$ cat src/rtl/fdct_butterfly1.sv
// Forward-DCT first butterfly stage: collects one 8-sample row serially, then
// registers the even/odd stage-1 sums and differences for the multiply stage.
module fdct_butterfly1 #(
  parameter int WIDTH = 32
) (
  input  logic             clk,
  input  logic             rst_n,
  input  logic             flush,
  input  logic             in_valid,
  output logic             in_ready,
  input  logic [WIDTH-1:0] in_data,
  output logic             out_valid,
  input  logic             out_ready,
  output logic [WIDTH-1:0] e0,
  output logic [WIDTH-1:0] e1,
  output logic [WIDTH-1:0] e2,
  output logic [WIDTH-1:0] e3,
  output logic [WIDTH-1:0] o0,
  output logic [WIDTH-1:0] o1,
  output logic [WIDTH-1:0] o2,
  output logic [WIDTH-1:0] o3
);

  logic [2:0]       cnt;
  logic [WIDTH-1:0] x_buf [8];
  logic             row_full;
  logic             accept;
  logic             transfer;

  logic [WIDTH-1:0] u0, u1, u2, u3;
  logic [WIDTH-1:0] e0_n, e1_n, e2_n, e3_n;
  logic [WIDTH-1:0] o0_n, o1_n, o2_n, o3_n;

  // A full row blocks input until the output register can take it, so the
  // handshake signals depend on state only.
  assign in_ready = !row_full;
  assign accept   = in_valid && !row_full && !flush;
  assign transfer = row_full && (!out_valid || out_ready);

  always_ff @(posedge clk or negedge rst_n) begin
    if (!rst_n) begin
      cnt      <= '0;
      row_full <= 1'b0;
    end else begin
      if (flush) begin
        cnt <= '0;
      end else if (accept) begin
        cnt <= cnt + 3'd1;
      end

      if (transfer) begin
        row_full <= 1'b0;
      end else if (accept && (cnt == 3'd7)) begin
        row_full <= 1'b1;
      end
    end
  end

  always_ff @(posedge clk or negedge rst_n) begin
    if (!rst_n) begin
      for (int i = 0; i < 8; i++) begin
        x_buf[i] <= '0;
      end
    end else if (accept) begin
      x_buf[cnt] <= in_data;
    end
  end

  // Plain modulo-2^WIDTH arithmetic: no widening, no saturation.
  always_comb begin
    u0   = x_buf[0] + x_buf[7];
    u1   = x_buf[1] + x_buf[6];
    u2   = x_buf[2] + x_buf[5];
    u3   = x_buf[3] + x_buf[4];
    e0_n = u0 + u3;
    e1_n = u1 + u2;
    e2_n = u1 - u2;
    e3_n = u0 - u3;
    o0_n = x_buf[3] - x_buf[4];
    o1_n = x_buf[2] - x_buf[5];
    o2_n = x_buf[1] - x_buf[6];
    o3_n = x_buf[0] - x_buf[7];
  end

  // A transfer coinciding with a drain replaces the result and keeps out_valid.
  always_ff @(posedge clk or negedge rst_n) begin
    if (!rst_n) begin
      out_valid <= 1'b0;
      e0        <= '0;
      e1        <= '0;
      e2        <= '0;
      e3        <= '0;
      o0        <= '0;
      o1        <= '0;
      o2        <= '0;
      o3        <= '0;
    end else if (transfer) begin
      out_valid <= 1'b1;
      e0        <= e0_n;
      e1        <= e1_n;
      e2        <= e2_n;
      e3        <= e3_n;
      o0        <= o0_n;
      o1        <= o1_n;
      o2        <= o2_n;
      o3        <= o3_n;
    end else if (out_ready) begin
      out_valid <= 1'b0;
    end
  end

endmodule

$ cat config.mk
export PLATFORM = sky130hd
export DESIGN_NAME = fdct_butterfly1
export DESIGN_NICKNAME = d
export VERILOG_FILES = /design/src/rtl/fdct_butterfly1.sv
export SDC_FILE = /design/constraint.sdc
export NUM_CORES = 1
export LEC_CHECK = 0
export CAP_MARGIN = 5
export CORE_UTILIZATION = 30
export DETAILED_ROUTE_END_ITERATION = 6
export DONT_BUFFER_PORTS = 1
export PLACE_DENSITY_LB_ADDON = 0.15
export SLEW_MARGIN = 20
export SYNTH_ARGS = -nofsm -noshare
export SYNTH_HDL_FRONTEND = slang
export SYNTH_SLANG_ARGS = --single-unit
$ cat constraint.sdc
create_clock -name clk -period 9.5 [get_ports clk]
set_input_delay 1.425 -clock clk [delete_from_list [all_inputs] [get_ports clk]]
set_output_delay 1.425 -clock clk [all_outputs]
set_load 0.02 [all_outputs]
; ---- Yosys cells after proc, flatten, opt, wreduce, memory -nomap -nowiden
; Cells that the tools add are included.
[totals]
wordCells = 57
out_inout_bits = 258
inputBits = 37
regBits = 517
[classes]
muxes = 9
reduce_logical = 12
eq_ne = 1
addsub = 13
order_cmp = 2
bitwise_logic = 1
[ops]
columns = cell, n
row1 = bitwise mux 256 bit, 1
row2 = adder 32 bit, 6
row3 = subtractor 32 bit, 6
row4 = demux 32 bit (select 3 bit), 1
row5 = two-way mux 32 bit, 1
row6 = two-way mux 3 bit, 2
row7 = nonzero test 2 bit, 3
row8 = logical AND 1 bit, 5
row9 = ">= comparator 4 bit, second input constant", 1
row10 = "< comparator 4 x 1 -> 1 bit, second input constant", 1
row11 = two-way mux 1 bit, 4
row12 = inverter 3 -> 4 bit, 1
row13 = "adder 3 x 1 -> 3 bit, second input constant", 1
row14 = "equality test 3 bit, second input constant", 1
row15 = logical NOT 1 bit, 3
row16 = logical OR 1 bit, 1

; ---- Depth between registers and ports, before layout
[depth]
ltp_word = 6
ltp_mapped = 27
depth_no_buf = 26

; ---- Worst setup path after synthesis
; OpenSTA, ideal clock, no wires.
[synth_path]
kind = register to register
startpoint = register x_buf[64] (netlist bit)
endpoint = register e2[31]
period_less_slack_ps = 5369
n_path_buf = 1
setup_slack_ps = 4131
setup_time_ps = 76
required_ps = 9424
path_stages_with_launch = 25
t_arrival_ps = 5292
cell_sequence = dfrtp_1 > ha_1 > fa_1 > nor2b_1 > o21ai_1 > a21oi_1 > or4_1 > a21oi_1 > o21ai_1 > a21oi_1 > o21ai_1 > a21oi_1 > o21ai_1 > xnor2_1 > ha_1 > clkbuf_1 > or3_1 > nor4_1 > a21o_1 > a21oi_1 > or4b_1 > a31oi_1 > a221oi_1 > xor2_1 > o21ai_1
[synth_between]
elab_chain_len = 2
[synth_lines]
columns = element, line_no
row1 = from (decl), 25  ; logic [WIDTH-1:0] x_buf [8];
row2 = "from (signal, indexed assignment)", 65  ; x_buf[cnt] <= in_data;
row3 = adder 32 bit, 73  ; u2 = x_buf[2] + x_buf[5];
row4 = subtractor 32 bit, 77  ; e2_n = u1 - u2;
row5 = to (signal assigned), 101  ; e2 <= e2_n;
row6 = to (decl), 16  ; output logic [WIDTH-1:0] e2,
; Every way passes these cells.
; A chain may end at the register's enable or synchronous reset.

; ---- Worst setup path after layout
; Same ends and word-level chain as after synthesis.

==> results.md <==
* Reg clk slew, reported paths at 60 ps
* Slew @ Worst Pin at 1040 ps
* Latest clock arrival within the worst-skew pair at 640 ps
* DRT iter0 DRCs at 1441
* Crit. Startpoint: x_buf[64]$_DFFE_PN0P_
* Dpl hpwl at 81400 µm
* Initial core utilization at 30.4%
* Commonest cells after routing, fill and taps aside: dfrtp_1, nand2_1, ha_1
* Die height at 351 µm
* Yosys warns at 0
* Worst slew margin at 28.7%
* Crit Reg-Reg Endpoint: e2[31]$_DFFE_PN0P_
* CTS Buf Count at 70
* Antenna Nets Post-Route at 0
* Worst hold slack at 498 ps
* Vias per cell at 4.87
* Synth Net Count at 4570
* Dpl cells at 5572
* Pwr Total at 16.4 mW
* Core Area at 120000 µm²
* Arr. time, crit path at 6770 ps
* Routability cong. at 0.863
* Fin util at 33.8%
* Largest net degree at the start of global routing at 516
* Post-synth EDFFs at 0
* Commonest non-fill, non-tap cell in the layout: dfrtp_1
* # setup viols final at 0
* Crit Path Class: reg -> reg
* Num rows at 127
* CTS tree: built
* Port bufs at 0
* Clock sinks at 515
* TritonRoute pass-1 iters at 6
* Async S/R FF share, synth at 100%
* Gr ovfl total at 0
* Status: completed
* Tcrit/Tclk final at 66.2%
* Share of post-route cells with drive strength above 1 at 9.07%
* Final slew viol count at 0
* FF+latch count, synth at 515
* Vias in the first global route at 27900
* Netlist cell types at 83
* Hold WC Path Type: in -> async
* Syn-to-layout area delta at 11.1%
* Drt total wl at 108000 µm
* Final TNS setup at 0 ps
* Post-CTS Hold Buffers at 0
* Main area contributors after synthesis: dfrtp_1, ha_1, xnor2_1
* Max cap viols at 0
* Max Root-Sink Buffers at 3
* CP Capture Type: register
* Multi-input logic area at 21600 µm²
* RR Startpoint: x_buf[64]$_DFFE_PN0P_
* Top_reg_cell synth: dfrtp_1
* Non-filler cells, final at 5706
* H-tree depth at 3
* CP required at 9980 ps
* Register area share after synthesis at 35.2%
* Post-CTS setup repair buffer count at 0
* PostCTS Resize Cnt at 0
* Cell taking the most area after synthesis: dfrtp_1
* Die Width at 351 µm
* Via count at 27800
* # IOs at 295
* Root Buffer: clkbuf_16
* Fin nets at 4459
* First-pass GRT wire length at 165000 µm
* Power Density at 403 nW/µm²
* Wire per inst at 18.9 µm
* GRT Total Usage at 17.3%
* Register-to-Register Path Depth at 23
* Setup repair after global routing missed its margin: no
* Leak pwr at 18.8 nW
* R2r setup slk at 3210 ps
* Hold Vio Cnt, Final at 0
* Final min period at 6290 ps
* Worst Setup Start Kind: register
* Fin Clk Skew at 21.9 ps
* Syn Inst Count at 4147
* Max Freq at 159 MHz
* Mean post-synth cell area at 8.83 µm²
* Worst-path fanout max at 9
* Die area at 124000 µm²
* Filler instances at 12700
* Share of the synthesized area in the top cell type at 35.2%
* Worst Setup EP: e2[31]$_DFFE_PN0P_
* Netlist Area Pre-Place at 36600 µm²
* DRC viols at 0
* Initial antenna violation count at 3
* Worst VDD drop at 0.000170 V
* Register area at 12900 µm²
## how the worst min path moves through the flow
stage / startpoint / to / depth (start not counted)
after detailed placement: x_buf[191]$_DFFE_PN0P_ / x_buf[191]$_DFFE_PN0P_ / 1
after CTS: rst_n / e1[5]$_DFFE_PN0P_ / 0
after floorplan: x_buf[191]$_DFFE_PN0P_ / x_buf[191]$_DFFE_PN0P_ / 1
after global placement: x_buf[127]$_DFFE_PN0P_ / x_buf[127]$_DFFE_PN0P_ / 1
final: rst_n / e1[5]$_DFFE_PN0P_ / 0
after global routing: rst_n / e2[11]$_DFFE_PN0P_ / 0
## stage by stage
| step | instance area (µm²) | setup WS [ps] |
|---|---|---|
| 2_1_floorplan | 36600 | 4130 |
| 3_3_place_gp | 38000 | 3350 |
| 3_5_place_dp | 38000 | 3230 |
| 4_1_cts | 40600 | 3210 |
| 5_1_grt | 40700 | 2770 |
| 6_report | 40700 | 3210 |
## flip-flops by register name, summed over array words and instances, names as in the netlist
register   flops
x_buf        256
e0            32
e1            32
o0            32
o1            32
o2            32
o3            32
e2            31
e3            31
cnt            3
out_valid      1
row_full       1
## cells by family (layout without fill, tap and decap cells)
kind of cell / count (synthesis) / count (layout) / share of synthesized area, %
DFF: 515 / 515 / 35.2
and+or+nand+nor: 1006 / 1006 / 12.2
other: 0 / 5 / 0
adders and majority gates: 386 / 386 / 13.4
buffers and inverters: 562 / 504 / 5.83
AOI/OAI and AO/OA: 1123 / 1123 / 18.7
xor gates and xnor gates: 346 / 346 / 8.27
muxes: 209 / 209 / 6.40
## worst max-delay path: stages (launching register included)
cell      delay (ps)
dfrtp_1          390
ha_1             230
fa_1             400
nor2b_1          150
o21ai_1          160
a21oi_1          100
or4_1            430
a21oi_1          430
o21ai_1          130
a21oi_1          200
o21ai_1          110
a21oi_1          180
o21ai_1          140
xnor2_1          270
ha_1             380
or3_1            410
nor4_1           500
a21o_1           220
a21oi_1          110
or4b_1           500
a31oi_1          320
a221oi_1         160
xor2_1           150
o21ai_1           70
## report_power, final
part	switching, mW	internal (mW)
sequential	1.29	2.92
combinational	5.57	3.63
clock	1.08	1.90
total	7.94	8.45
## synthesized netlist by cell type, types with 23 or more instances
cell,n
buf_1,24
nand3_1,31
dfrtp_1,515
o21bai_1,99
mux2_2,203
nand2b_1,44
o21ai_0,281
ha_1,374
a31oi_1,29
nand2_1,419
a21o_1,65
xnor2_1,264
a211oi_1,23
o21a_1,28
xor2_1,82
clkbuf_1,174
o21ai_1,114
inv_1,336
nor2b_1,42
nor3_1,60
nor2_1,286
a21oi_1,310
o31ai_1,32
## layer usage
| metal | global-route usage, % | vias up | part of all wire, % |
|---|---|---|---|
| li1 | - | 14000 | - |
| met1 | 24.2 | 13200 | 49 |
| met2 | 26.8 | 515 | 43 |
| met3 | 3.42 | 140 | 5.4 |
| met4 | 5.09 | 0 | 2.3 |
| met5 | 0 | - | 0 |
## final cells by class
class	instances	area share, %
well taps	1612	4.96
diodes	5	0.0307
repair buffers	20	0.566
clock buffers	96	4.97
multi-input cells	3070	53.1
clock inverters	29	1.35
flip-flops and latches	515	31.7
inverters	359	3.31
(Power assumes the default switching activity.)
